==> src/rtl/seq_detect_ctrl_pkg.sv <==
// Shared types and defaults for the programmable serial-pattern detector.
package seq_detect_ctrl_pkg;

    localparam int unsigned PAT_W_DEF = 8;
    localparam int unsigned CNT_W_DEF = 8;

    typedef enum logic [1:0] {
        ST_IDLE = 2'b00,
        ST_RUN  = 2'b01,
        ST_DONE = 2'b10
    } state_t;

endpackage

==> src/rtl/seq_detect_ctrl_if.sv <==
// Config, control and serial-stream signals between a host and seq_detect_ctrl.
interface seq_detect_ctrl_if
    import seq_detect_ctrl_pkg::*;
#(
    parameter int unsigned PAT_W = PAT_W_DEF,
    parameter int unsigned CNT_W = CNT_W_DEF,
    parameter int unsigned LEN_W = $clog2(PAT_W) + 1
);
    logic             cfg_valid;
    logic             cfg_ready;
    logic [PAT_W-1:0] cfg_pattern;
    logic [LEN_W-1:0] cfg_len;
    logic [CNT_W-1:0] cfg_target;
    logic             cfg_err;
    logic             start;
    logic             abort;
    logic             in_valid;
    logic             in_bit;
    logic             busy;
    logic             match_pulse;
    logic [CNT_W-1:0] match_count;
    logic             done;

    modport master (
        output cfg_valid, cfg_pattern, cfg_len, cfg_target, start, abort, in_valid, in_bit,
        input  cfg_ready, cfg_err, busy, match_pulse, match_count, done
    );

    modport slave (
        input  cfg_valid, cfg_pattern, cfg_len, cfg_target, start, abort, in_valid, in_bit,
        output cfg_ready, cfg_err, busy, match_pulse, match_count, done
    );
endinterface

==> src/rtl/seq_detect_ctrl_core.sv <==
// History shift register, saturating bit counter and length-masked comparator.
module seq_match_core
    import seq_detect_ctrl_pkg::*;
#(
    parameter int unsigned PAT_W = PAT_W_DEF,
    parameter int unsigned LEN_W = $clog2(PAT_W) + 1
) (
    input  logic             clk,
    input  logic             reset,
    input  logic             clr,
    input  logic             shift,
    input  logic             bit_in,
    input  logic [PAT_W-1:0] pattern,
    input  logic [LEN_W-1:0] len,
    output logic             hit
);
    logic [PAT_W-1:0] hist_q;
    logic [PAT_W-1:0] hist_d;
    logic [LEN_W-1:0] nbits_q;
    logic [LEN_W-1:0] nbits_d;
    logic [PAT_W-1:0] mask;

    // Next history/count and a hit decision on the history as it will be after this bit
    always_comb begin
        hist_d  = {hist_q[PAT_W-2:0], bit_in};
        nbits_d = (nbits_q == LEN_W'(PAT_W)) ? nbits_q : nbits_q + LEN_W'(1);
        mask    = '0;
        for (int i = 0; i < PAT_W; i++) begin
            mask[i] = (LEN_W'(i) < len);
        end
        hit = shift && (nbits_d >= len) && (((hist_d ^ pattern) & mask) == '0);
    end

    // History and bit count advance only on qualified bits; clr restarts a scan
    always_ff @(posedge clk or posedge reset) begin
        if (reset) begin
            hist_q  <= '0;
            nbits_q <= '0;
        end else if (clr) begin
            hist_q  <= '0;
            nbits_q <= '0;
        end else if (shift) begin
            hist_q  <= hist_d;
            nbits_q <= nbits_d;
        end
    end
endmodule

==> src/rtl/seq_detect_ctrl.sv <==
// Sequenced controller: config latch, scan FSM, match counter and registered outputs.
module seq_detect_ctrl
    import seq_detect_ctrl_pkg::*;
#(
    parameter int unsigned PAT_W = PAT_W_DEF,
    parameter int unsigned CNT_W = CNT_W_DEF
) (
    input logic              clk,
    input logic              reset,
    seq_detect_ctrl_if.slave bus
);
    localparam int unsigned LEN_W = $clog2(PAT_W) + 1;

    state_t           state;
    state_t           state_d;

    logic [PAT_W-1:0] pat_q;
    logic [LEN_W-1:0] len_q;
    logic [CNT_W-1:0] tgt_q;
    logic             loaded_q;
    logic [CNT_W-1:0] cnt_q;
    logic             cfg_ready_q;
    logic             busy_q;
    logic             pulse_q;
    logic             done_q;
    logic             err_q;

    logic             cfg_hs_c;
    logic             len_ok_c;
    logic             go_c;
    logic             shift_c;
    logic             hit_c;
    logic             reach_c;
    logic [CNT_W-1:0] cnt_inc_c;

    // Handshake, start qualification and match bookkeeping
    always_comb begin
        cfg_hs_c  = (state == ST_IDLE) && bus.cfg_valid;
        len_ok_c  = (bus.cfg_len != '0) && (bus.cfg_len <= LEN_W'(PAT_W));
        go_c      = (state == ST_IDLE) && bus.start && (loaded_q || (cfg_hs_c && len_ok_c));
        shift_c   = (state == ST_RUN) && bus.in_valid && !bus.abort;
        cnt_inc_c = (cnt_q == '1) ? cnt_q : cnt_q + CNT_W'(1);
        reach_c   = hit_c && (tgt_q != '0) && (cnt_inc_c == tgt_q);
    end

    seq_match_core #(
        .PAT_W (PAT_W),
        .LEN_W (LEN_W)
    ) u_core (
        .clk     (clk),
        .reset   (reset),
        .clr     (go_c),
        .shift   (shift_c),
        .bit_in  (bus.in_bit),
        .pattern (pat_q),
        .len     (len_q),
        .hit     (hit_c)
    );

    // State register
    always_ff @(posedge clk or posedge reset) begin
        if (reset) state <= ST_IDLE;
        else       state <= state_d;
    end

    // Next-state logic; abort takes priority over a completing match
    always_comb begin
        state_d = state;
        case (state)
            ST_IDLE: if (go_c) state_d = ST_RUN;
            ST_RUN: begin
                if (bus.abort)    state_d = ST_IDLE;
                else if (reach_c) state_d = ST_DONE;
            end
            ST_DONE: state_d = ST_IDLE;
            default: state_d = ST_IDLE;
        endcase
    end

    // Config latch; an illegal length leaves the previous config untouched
    always_ff @(posedge clk or posedge reset) begin
        if (reset) begin
            pat_q    <= '0;
            len_q    <= '0;
            tgt_q    <= '0;
            loaded_q <= 1'b0;
        end else if (cfg_hs_c && len_ok_c) begin
            pat_q    <= bus.cfg_pattern;
            len_q    <= bus.cfg_len;
            tgt_q    <= bus.cfg_target;
            loaded_q <= 1'b1;
        end
    end

    // Registered outputs derived from next state and this cycle's events
    always_ff @(posedge clk or posedge reset) begin
        if (reset) begin
            cfg_ready_q <= 1'b1;
            busy_q      <= 1'b0;
            done_q      <= 1'b0;
            pulse_q     <= 1'b0;
            err_q       <= 1'b0;
            cnt_q       <= '0;
        end else begin
            cfg_ready_q <= (state_d == ST_IDLE);
            busy_q      <= (state_d == ST_RUN);
            done_q      <= (state_d == ST_DONE);
            pulse_q     <= hit_c;
            err_q       <= cfg_hs_c && !len_ok_c;
            if (go_c)       cnt_q <= '0;
            else if (hit_c) cnt_q <= cnt_inc_c;
        end
    end

    assign bus.cfg_ready   = cfg_ready_q;
    assign bus.busy        = busy_q;
    assign bus.done        = done_q;
    assign bus.match_pulse = pulse_q;
    assign bus.cfg_err     = err_q;
    assign bus.match_count = cnt_q;
endmodule

==> src/flat_wrapper.sv <==
// flat-port wrapper written by rule: the top's interface ports become plain ports
module seq_detect_ctrl_flat import seq_detect_ctrl_pkg::*;
#(
    parameter int unsigned PAT_W = PAT_W_DEF,
    parameter int unsigned CNT_W = CNT_W_DEF
)
  (clk, reset, bus_cfg_valid, bus_cfg_pattern, bus_cfg_len, bus_cfg_target, bus_start, bus_abort, bus_in_valid, bus_in_bit, bus_cfg_ready, bus_cfg_err, bus_busy, bus_match_pulse, bus_match_count, bus_done);
  seq_detect_ctrl_if #(.PAT_W(PAT_W), .CNT_W(CNT_W)) bus_i ();
  input logic clk;
  input logic reset;
  input wire logic [$bits(bus_i.cfg_valid)-1:0] bus_cfg_valid;
  input wire logic [$bits(bus_i.cfg_pattern)-1:0] bus_cfg_pattern;
  input wire logic [$bits(bus_i.cfg_len)-1:0] bus_cfg_len;
  input wire logic [$bits(bus_i.cfg_target)-1:0] bus_cfg_target;
  input wire logic [$bits(bus_i.start)-1:0] bus_start;
  input wire logic [$bits(bus_i.abort)-1:0] bus_abort;
  input wire logic [$bits(bus_i.in_valid)-1:0] bus_in_valid;
  input wire logic [$bits(bus_i.in_bit)-1:0] bus_in_bit;
  output wire logic [$bits(bus_i.cfg_ready)-1:0] bus_cfg_ready;
  output wire logic [$bits(bus_i.cfg_err)-1:0] bus_cfg_err;
  output wire logic [$bits(bus_i.busy)-1:0] bus_busy;
  output wire logic [$bits(bus_i.match_pulse)-1:0] bus_match_pulse;
  output wire logic [$bits(bus_i.match_count)-1:0] bus_match_count;
  output wire logic [$bits(bus_i.done)-1:0] bus_done;
  assign bus_i.cfg_valid = bus_cfg_valid;
  assign bus_i.cfg_pattern = bus_cfg_pattern;
  assign bus_i.cfg_len = bus_cfg_len;
  assign bus_i.cfg_target = bus_cfg_target;
  assign bus_i.start = bus_start;
  assign bus_i.abort = bus_abort;
  assign bus_i.in_valid = bus_in_valid;
  assign bus_i.in_bit = bus_in_bit;
  assign bus_cfg_ready = bus_i.cfg_ready;
  assign bus_cfg_err = bus_i.cfg_err;
  assign bus_busy = bus_i.busy;
  assign bus_match_pulse = bus_i.match_pulse;
  assign bus_match_count = bus_i.match_count;
  assign bus_done = bus_i.done;
  seq_detect_ctrl #(.PAT_W(PAT_W), .CNT_W(CNT_W)) u_core (.clk(clk), .reset(reset), .bus(bus_i));
endmodule
==> config.mk <==
export PLATFORM = sky130hd
export DESIGN_NAME = seq_detect_ctrl_flat
export DESIGN_NICKNAME = d
export VERILOG_FILES = /design/src/rtl/seq_detect_ctrl_pkg.sv /design/src/rtl/seq_detect_ctrl_if.sv /design/src/rtl/seq_detect_ctrl_core.sv /design/src/rtl/seq_detect_ctrl.sv /design/src/flat_wrapper.sv
export SDC_FILE = /design/constraint.sdc
export NUM_CORES = 1
export LEC_CHECK = 0
export ABC_AREA = 1
export ABC_CLOCK_PERIOD_IN_PS = 2200
export BUFFER_PORTS_ARGS = -buffer_cell sky130_fd_sc_hd__buf_2
export CAP_MARGIN = 10
export CORE_MARGIN = 2
export CORE_UTILIZATION = 57
export CTS_CLUSTER_SIZE = 20
export DETAILED_ROUTE_END_ITERATION = 7
export HOLD_SLACK_MARGIN = 0.08
export PLACE_DENSITY = 0.8
export REMOVE_ABC_BUFFERS = 1
export SYNTH_ARGS = -nofsm -noshare
export SYNTH_HDL_FRONTEND = slang
export SYNTH_SLANG_ARGS = --single-unit
==> constraint.sdc <==
create_clock -name clk -period 2.2 [get_ports clk]
set_input_delay 0.11 -clock clk [delete_from_list [all_inputs] [get_ports clk]]
set_output_delay 0.11 -clock clk [all_outputs]
set_load 0.02 [all_outputs]
# Word-level counts from Yosys, hierarchy flattened
# Index checks and enable logic that the tools add are counted.
word_totals:
  register_bits: 47
  output_inout_bits: 13
  elab_cells: 67
  input_bits: 27
op_classes:
  order_cmp: 10
  mux: 12
  add_sub_neg: 2
  n_reduce_logical: 22
  bitwise_logic: 2
  n_eq_ne: 6
op_table:
  columns: ["op", "n"]
  rows:
  - ["8-bit 2-to-1 mux", 3]
  - ["3-bit by 4-bit less-than comparator with 1-bit output, first input constant", 4]
  - ["7-bit 2-to-1 mux", 2]
  - ["1-bit logical AND", 12]
  - ["4-bit 2-to-1 mux", 3]
  - ["8-bit by 1-bit adder with 8-bit output, second input constant", 1]
  - ["8-bit AND", 1]
  - ["8-bit == test", 1]
  - ["8-bit == test, second input constant", 1]
  - ["8-bit zero test", 1]
  - ["1-bit by 4-bit less-than comparator with 1-bit output, first input constant", 2]
  - ["2-bit by 4-bit less-than comparator with 1-bit output, first input constant", 2]
  - ["8-bit nonzero test", 1]
  - ["8-bit XOR", 1]
  - ["2-bit 2-to-1 mux", 3]
  - ["4-bit by 1-bit adder with 4-bit output, second input constant", 1]
  - ["2-bit by 1-bit == test with 1-bit output, second input constant", 2]
  - ["4-bit == test, second input constant", 1]
  - ["4-bit greater-or-equal comparator", 1]
  - ["4-bit <= comparator, second input constant", 1]
  - ["2-bit zero test", 2]
  - ["2-bit case mux with 2 select lines", 1]
  - ["2-bit nonzero test", 2]
  - ["4-bit nonzero test", 1]
  - ["3 further kinds", 4]

# Logic depth before layout (Yosys ltp)
depth:
  ltp_word: 11
  depth_mapped: 17
  mapped_depth_nobuf: 17

# Hierarchy
# From an unflattened synthesis, not the netlist that was laid out.
hier_totals:
  hier_cells: 358
  hier_area_um2: 2703.8
modules_own_cells:
  columns: ["mod", "area_per_inst_um2", "cells_per_inst", "instances", "seq_area_each_um2"]
  rows:
  - ["seq_detect_ctrl", 1883.1, 238, 1, 902.1]
  - ["seq_match_core", 820.8, 120, 1, 275.3]

# Least setup slack after synthesis
# Ideal clock, no wire load.
synth_path:
  kind: "register to register"
  startpoint: "register u_core.u_core.nbits_q[0]"
  endpoint: "register u_core.busy_q (netlist: u_core.bus.busy)"
  n_path_buf: 0
  required_time_ns: 2.069
  slack_ns: 0.243
  setup_ns: 0.131
  t_arrival_ns: 1.826
  synth_period_minus_slack_ns: 1.957
  stages_incl_launch_ff: 18
  path_cell_list: "dfrtp_1 -> inv_1 -> ha_1 -> nand2_1 -> nand3_1 -> o21ai_0 -> ha_1 -> nand2_1 -> inv_1 -> nand2_1 -> nand3_1 -> nand2_1 -> inv_1 -> nand3_2 -> nor2_1 -> nand2_1 -> nor2_2 -> nor2_1"
synth_between:
  elab_chain_cells: 11
  elab_cells_between_ends: 12
  classes_between: "add/sub (1); order compare (1); eq/ne (2); mux (4); reduce/logical (4)"
synth_rtl:
  columns: ["element", "line", "text"]
  rows:
  - ["from (decl)", "seq_detect_ctrl_core.sv:19", "logic [LEN_W-1:0] nbits_q;"]
  - ["from (signal assigned)", "seq_detect_ctrl_core.sv:44", "nbits_q <= nbits_d;"]
  - ["4-bit by 1-bit adder with 4-bit output or 4-bit == test (tied branches)", "seq_detect_ctrl_core.sv:26", "nbits_d = (nbits_q == LEN_W'(PAT_W)) ? nbits_q : nbits_q + LEN_W'(1);"]
  - ["4-bit 2-to-1 mux *", "seq_detect_ctrl_core.sv:26", null]
  - ["4-bit greater-or-equal comparator *", "seq_detect_ctrl_core.sv:31", "hit = shift && (nbits_d >= len) && (((hist_d ^ pattern) & mask) == '0);"]
  - ["1-bit logical AND * (2 in series)", "seq_detect_ctrl_core.sv:31", null]
  - ["1-bit logical AND * (2 in series)", "seq_detect_ctrl.sv:43", "reach_c = hit_c && (tgt_q != '0) && (cnt_inc_c == tgt_q);"]
  - ["2-bit 2-to-1 mux *", "seq_detect_ctrl.sv:73", "else if (reach_c) state_d = ST_DONE;"]
  - ["2-bit 2-to-1 mux *", "seq_detect_ctrl.sv:72", "if (bus.abort) state_d = ST_IDLE;"]
  - ["2-bit case mux with 2 select lines *", "seq_detect_ctrl.sv:69", "case (state)"]
  - ["2-bit by 1-bit == test with 1-bit output *", "seq_detect_ctrl.sv:106", "busy_q <= (state_d == ST_RUN);"]
  - ["to (signal assigned)", "seq_detect_ctrl.sv:106", null]
  - ["to (decl)", "seq_detect_ctrl.sv:23", "logic busy_q;"]
# Mark *: on every way between the ends. The rest lies on a longest branch, timed or not.
# A chain may end at the register's enable or synchronous reset.

# Worst setup path in the final report
# Ends and elaborated chain as after synthesis.

==> results by group <==
Timing
  • Tcrit/Tclk final: 101%
  • Final hold vios: 0
  • Setup violators final: 2
  • Clock Skews: 0.00788 ns
  • Min Tclk post-route: 2.21 ns
  • Final setup TNS: -0.0258 ns
  • Slew margin rel.: 74.4%
  • Max-slew violations: 0
  • Worst Setup Slack, final: -0.0149 ns
  • Worst-margin pin slew: 0.383 ns
  • RSZ-0062 raised after global routing: yes
  • Max Freq: ~450 MHz

Drt
  • Top layer in use: met4
  • DR pass1 iterations: 5
  • Antenna-violating nets left: 0
  • Met3 WL post-DR: between 300 and 400 um
  • WL/cell: 14.1 um
  • Met1 WL: 2.76 mm
  • DRT Wirelength: 6.21 mm
  • Vias: approximately 2,400
  • Initial drt markers: between 200 and 300
  • DRC viols: 0
  • DR vias/cell: 5.39
  • WL met2: 2.95 mm

Status
  • Failing checks: negative setup slack
  • Status: finished, violations left

Pwr
  • Sw Pwr: 0.762 mW
  • Sequential share of power: 45.4%
  • Clk pwr share: 27.7%
  • Static leakage: ~1.6 nW
  • Sw frac: 31.9%
  • Power Internal: 1.62 mW
  • Power Density: roughly 740 nW/um^2
  • Max VDD drop: 0.534 mV
  • Logic pwr share: between 20% and 30%

Layout
  • Fin nets: between 400 and 500
  • Diode count: 0
  • Area Overhead vs Synth: 23.7%
  • Post-layout util: 73.8%
  • Layout cell share with drive strength beyond 1: 24.2%
  • Fillers: approximately 320
  • Fin cells: 440

CTS
  • CTS max path bufs: 2
  • H-tree depth: 2
  • Clk_lat worst skew: 0.30 ns
  • Clock root buffer: clkbuf_8
  • TritonCTS clock tree: done
  • Clock transition at path regs: roughly 0.09 ns
  • CTS sink cnt: 47
  • Num CTS Buffers: 5

GRT
  • Global-route wire length before repair: 10.1 mm
  • GRT Total Usage: 25.5%
  • Largest net degree at the start of global routing: 34
  • Vias in the first global route: 2,248
  • Overflow left after global routing: 0
  • Initial antenna violation count: 0

Synthesis
  • FF+latch count, synth: 47
  • Synth top area cells: dfrtp_1 44%, nand2_1 10%, inv_1 6.6%, nand3_1 5.0%, nor2_1 4.9%
  • Gate count after technology mapping: 324
  • Register area share after synthesis: 45.0%
  • Yosys warns: 0
  • Post-synth top area cell: dfrtp_1
  • Netlist cell types: 31
  • Post-synth top area share: 44.0%
  • Syn avg cell area: roughly 8 sq um
  • Cell Area, Synth: around 2600 sq um

Hold path
  • Start point of the worst min-delay path: bus_cfg_len[1]
  • Cells on Worst Hold Path: 3
  • Hold EP: u_core.len_q[1]
  • Hold Crit Class: in -> reg

Setup path
  • Worst path arrival time: 2.40 ns
  • WS Path Type: reg -> reg
  • Crit path max-delay cell type: dfrtp_1
  • FF-to-FF path depth: 17
  • Worst path most repeated cell: nand2_1
  • Max FO, Critical Path: 8
  • Worst Setup End Kind: flop
  • Startpoint Class: flop
  • Crit-path cells: inv_2, ha_4, nand2_1, nand3_1, o21ai_2, ha_1, nand2_1, inv_1, nand2_1, nand3_1, nand2_1, inv_2, nand3_4, nor2_4, nand2_2, nor2_4, nor2_1
  • Slowest stage delay, CP: approximately 0.43 ns
  • Worst reg2reg setup slack: -0.01 ns
  • WP data required: 2.38 ns
  • Crit Reg-Reg Endpoint: u_core.bus.busy
  • R2r startpoint: u_core.u_core.nbits_q[0]

Floorplanning
  • # IOs: 40
  • Initial Utilization: approximately three fifths
  • Die Height: 71.8 um
  • Die width: 71.8 um
  • Site Rows: 24
  • Die footprint: about 5100 sq um
  • Core box area: 4380 sq um

Place
  • Cells after DPL: approximately 410
  • GPL Wtd Cong: ~0.9
  • Port buffer count: 39
  • Placed wire-length estimate: around 4.3 mm

Flow run
  • Max-cap violations: 0
[cells in the mapped netlist]
cell,count
o21ai_1,2
nand2_1,71
nand3_2,5
ha_1,7
buf_6,1
buf_2,1
clkbuf_1,3
mux2_2,7
a21boi_0,2
xor2_1,7
o22ai_1,7
nor2_4,2
nand3_1,26
o21ai_0,20
inv_1,46
nand2_2,9
nor2_2,3
nand4_1,2
nand3_4,1
nand2_4,1
dfstp_2,1
nand3b_1,1
dfrtp_1,46
xnor2_1,1
o22a_1,1
a21oi_1,13
nor2_1,34
and3_1,1
nand3b_4,1
or2_2,1
or2_1,1
[critical path: cells and delay by family (launching register included)]
family,cells,cell delay [ns]
fa+ha+maj,2,0.44
compound gates,1,0.07
simple gates,11,0.93
flops,1,0.43
buf+inv,3,0.23
[per-stage QoR]
stage | setup WS [ns] | hold WS, ns | power [mW] | cell area [sq um]
finish | -0.0149 | 0.106 | 2.39 | 3240
detailed placement | 0.00498 | 0.109 | 1.66 | 2860
CTS | 0.00798 | 0.0982 | 2.35 | 3180
global route | -0.124 | 0.129 | 2.52 | 3240
global placement | 0.131 | 0.102 | 1.64 | 2860
floorplan | 0.243 | 0.231 | 1.51 | 2590
[what timing repair did]
| action | 4_1_cts | 5_1_grt |
|---|---|---|
| buffers inserted | 1 | 1 |
| endpoints found under the setup margin | 9 | 11 |
| hold endpoints to repair | 34 | 0 |
| pin swaps | 1 | 3 |
| hold buffers | 18 | 0 |
| resized for setup | 3 | 13 |
[layout by cell type (no fill, tap or decap), types with 5 or more instances in the layout]
| master | synthesis | routed |
|---|---|---|
| a21oi_1 | 13 | 13 |
| buf_2 | 1 | 39 |
| clkbuf_8 | 0 | 6 |
| dfrtp_1 | 46 | 46 |
| dlygate4sd3_1 | 0 | 18 |
| ha_1 | 7 | 6 |
| inv_1 | 46 | 42 |
| mux2_2 | 7 | 7 |
| nand2_1 | 71 | 69 |
| nand2_2 | 9 | 11 |
| nand3_1 | 26 | 25 |
| nand3_2 | 5 | 5 |
| nor2_1 | 34 | 33 |
| o21ai_0 | 20 | 19 |
| o22ai_1 | 7 | 6 |
| xor2_1 | 7 | 6 |
[final cells by class]
class                           instances  area (sq um)  area share [%]
Clock buffer                            6          82.6            2.55
Clock inverter                          2          35.0            1.08
Inverter                               46           173            5.33
Multi-Input combinational cell        226          1300            40.1
Sequential cell                        47          1180            36.4
Tap cell                               52          65.1            2.01
Timing Repair Buffer                   61           405            12.5
[power by group through the flow]
stage	clock, mW	combinational, mW	sequential, mW
floorplan	0	0.429	1.08
global placement	0	0.550	1.09
detailed placement	0	0.566	1.10
CTS	0.666	0.608	1.08
global route	0.699	0.723	1.10
finish	0.660	0.643	1.08
[metal layers]
metal | track usage [%] | up-vias
li1 | - | 1169
met1 | 34.4 | 1091
met2 | 41.3 | 96
met3 | 4.78 | 16
met4 | 9.43 | 0
met5 | 0 | -
[sequential cells by signal (all words and copies together) (netlist names)]
| register | cells |
|---|---|
| u_core.u_core.nbits_q | 4 |
| u_core.bus.cfg_err | 1 |
| u_core.tgt_q | 8 |
| u_core.len_q | 4 |
| u_core.bus.busy | 1 |
| u_core.state | 2 |
| u_core.bus.match_pulse | 1 |
| u_core.bus.cfg_ready | 1 |
| u_core.bus.done | 1 |
| u_core.bus.match_count | 8 |
| u_core.loaded_q | 1 |
| u_core.u_core.hist_q | 7 |
| u_core.pat_q | 8 |
[how the worst max path moves through the flow]
stage                             startpoint              end  slack, ns  cells after the start
floorplan           u_core.u_core.nbits_q[0]  u_core.bus.busy       0.24                     17
global placement    u_core.u_core.nbits_q[0]  u_core.state[0]       0.13                     17
detailed placement  u_core.u_core.nbits_q[0]  u_core.bus.busy      0.005                     17
CTS                 u_core.u_core.nbits_q[0]  u_core.bus.busy      0.008                     17
global route        u_core.u_core.nbits_q[0]  u_core.bus.busy      -0.12                     17
finish              u_core.u_core.nbits_q[0]  u_core.bus.busy      -0.01                     17
[cells by family after synthesis]
logic type / synth area share [%]
simple gates: 29.0
flops: 45.0
mux: 3.01
buf+inv: 7.65
compound gates: 9.28
fa+ha+maj: 3.35
xor+xnor: 2.68
Note: power is estimated with default switching activity, not from simulation.
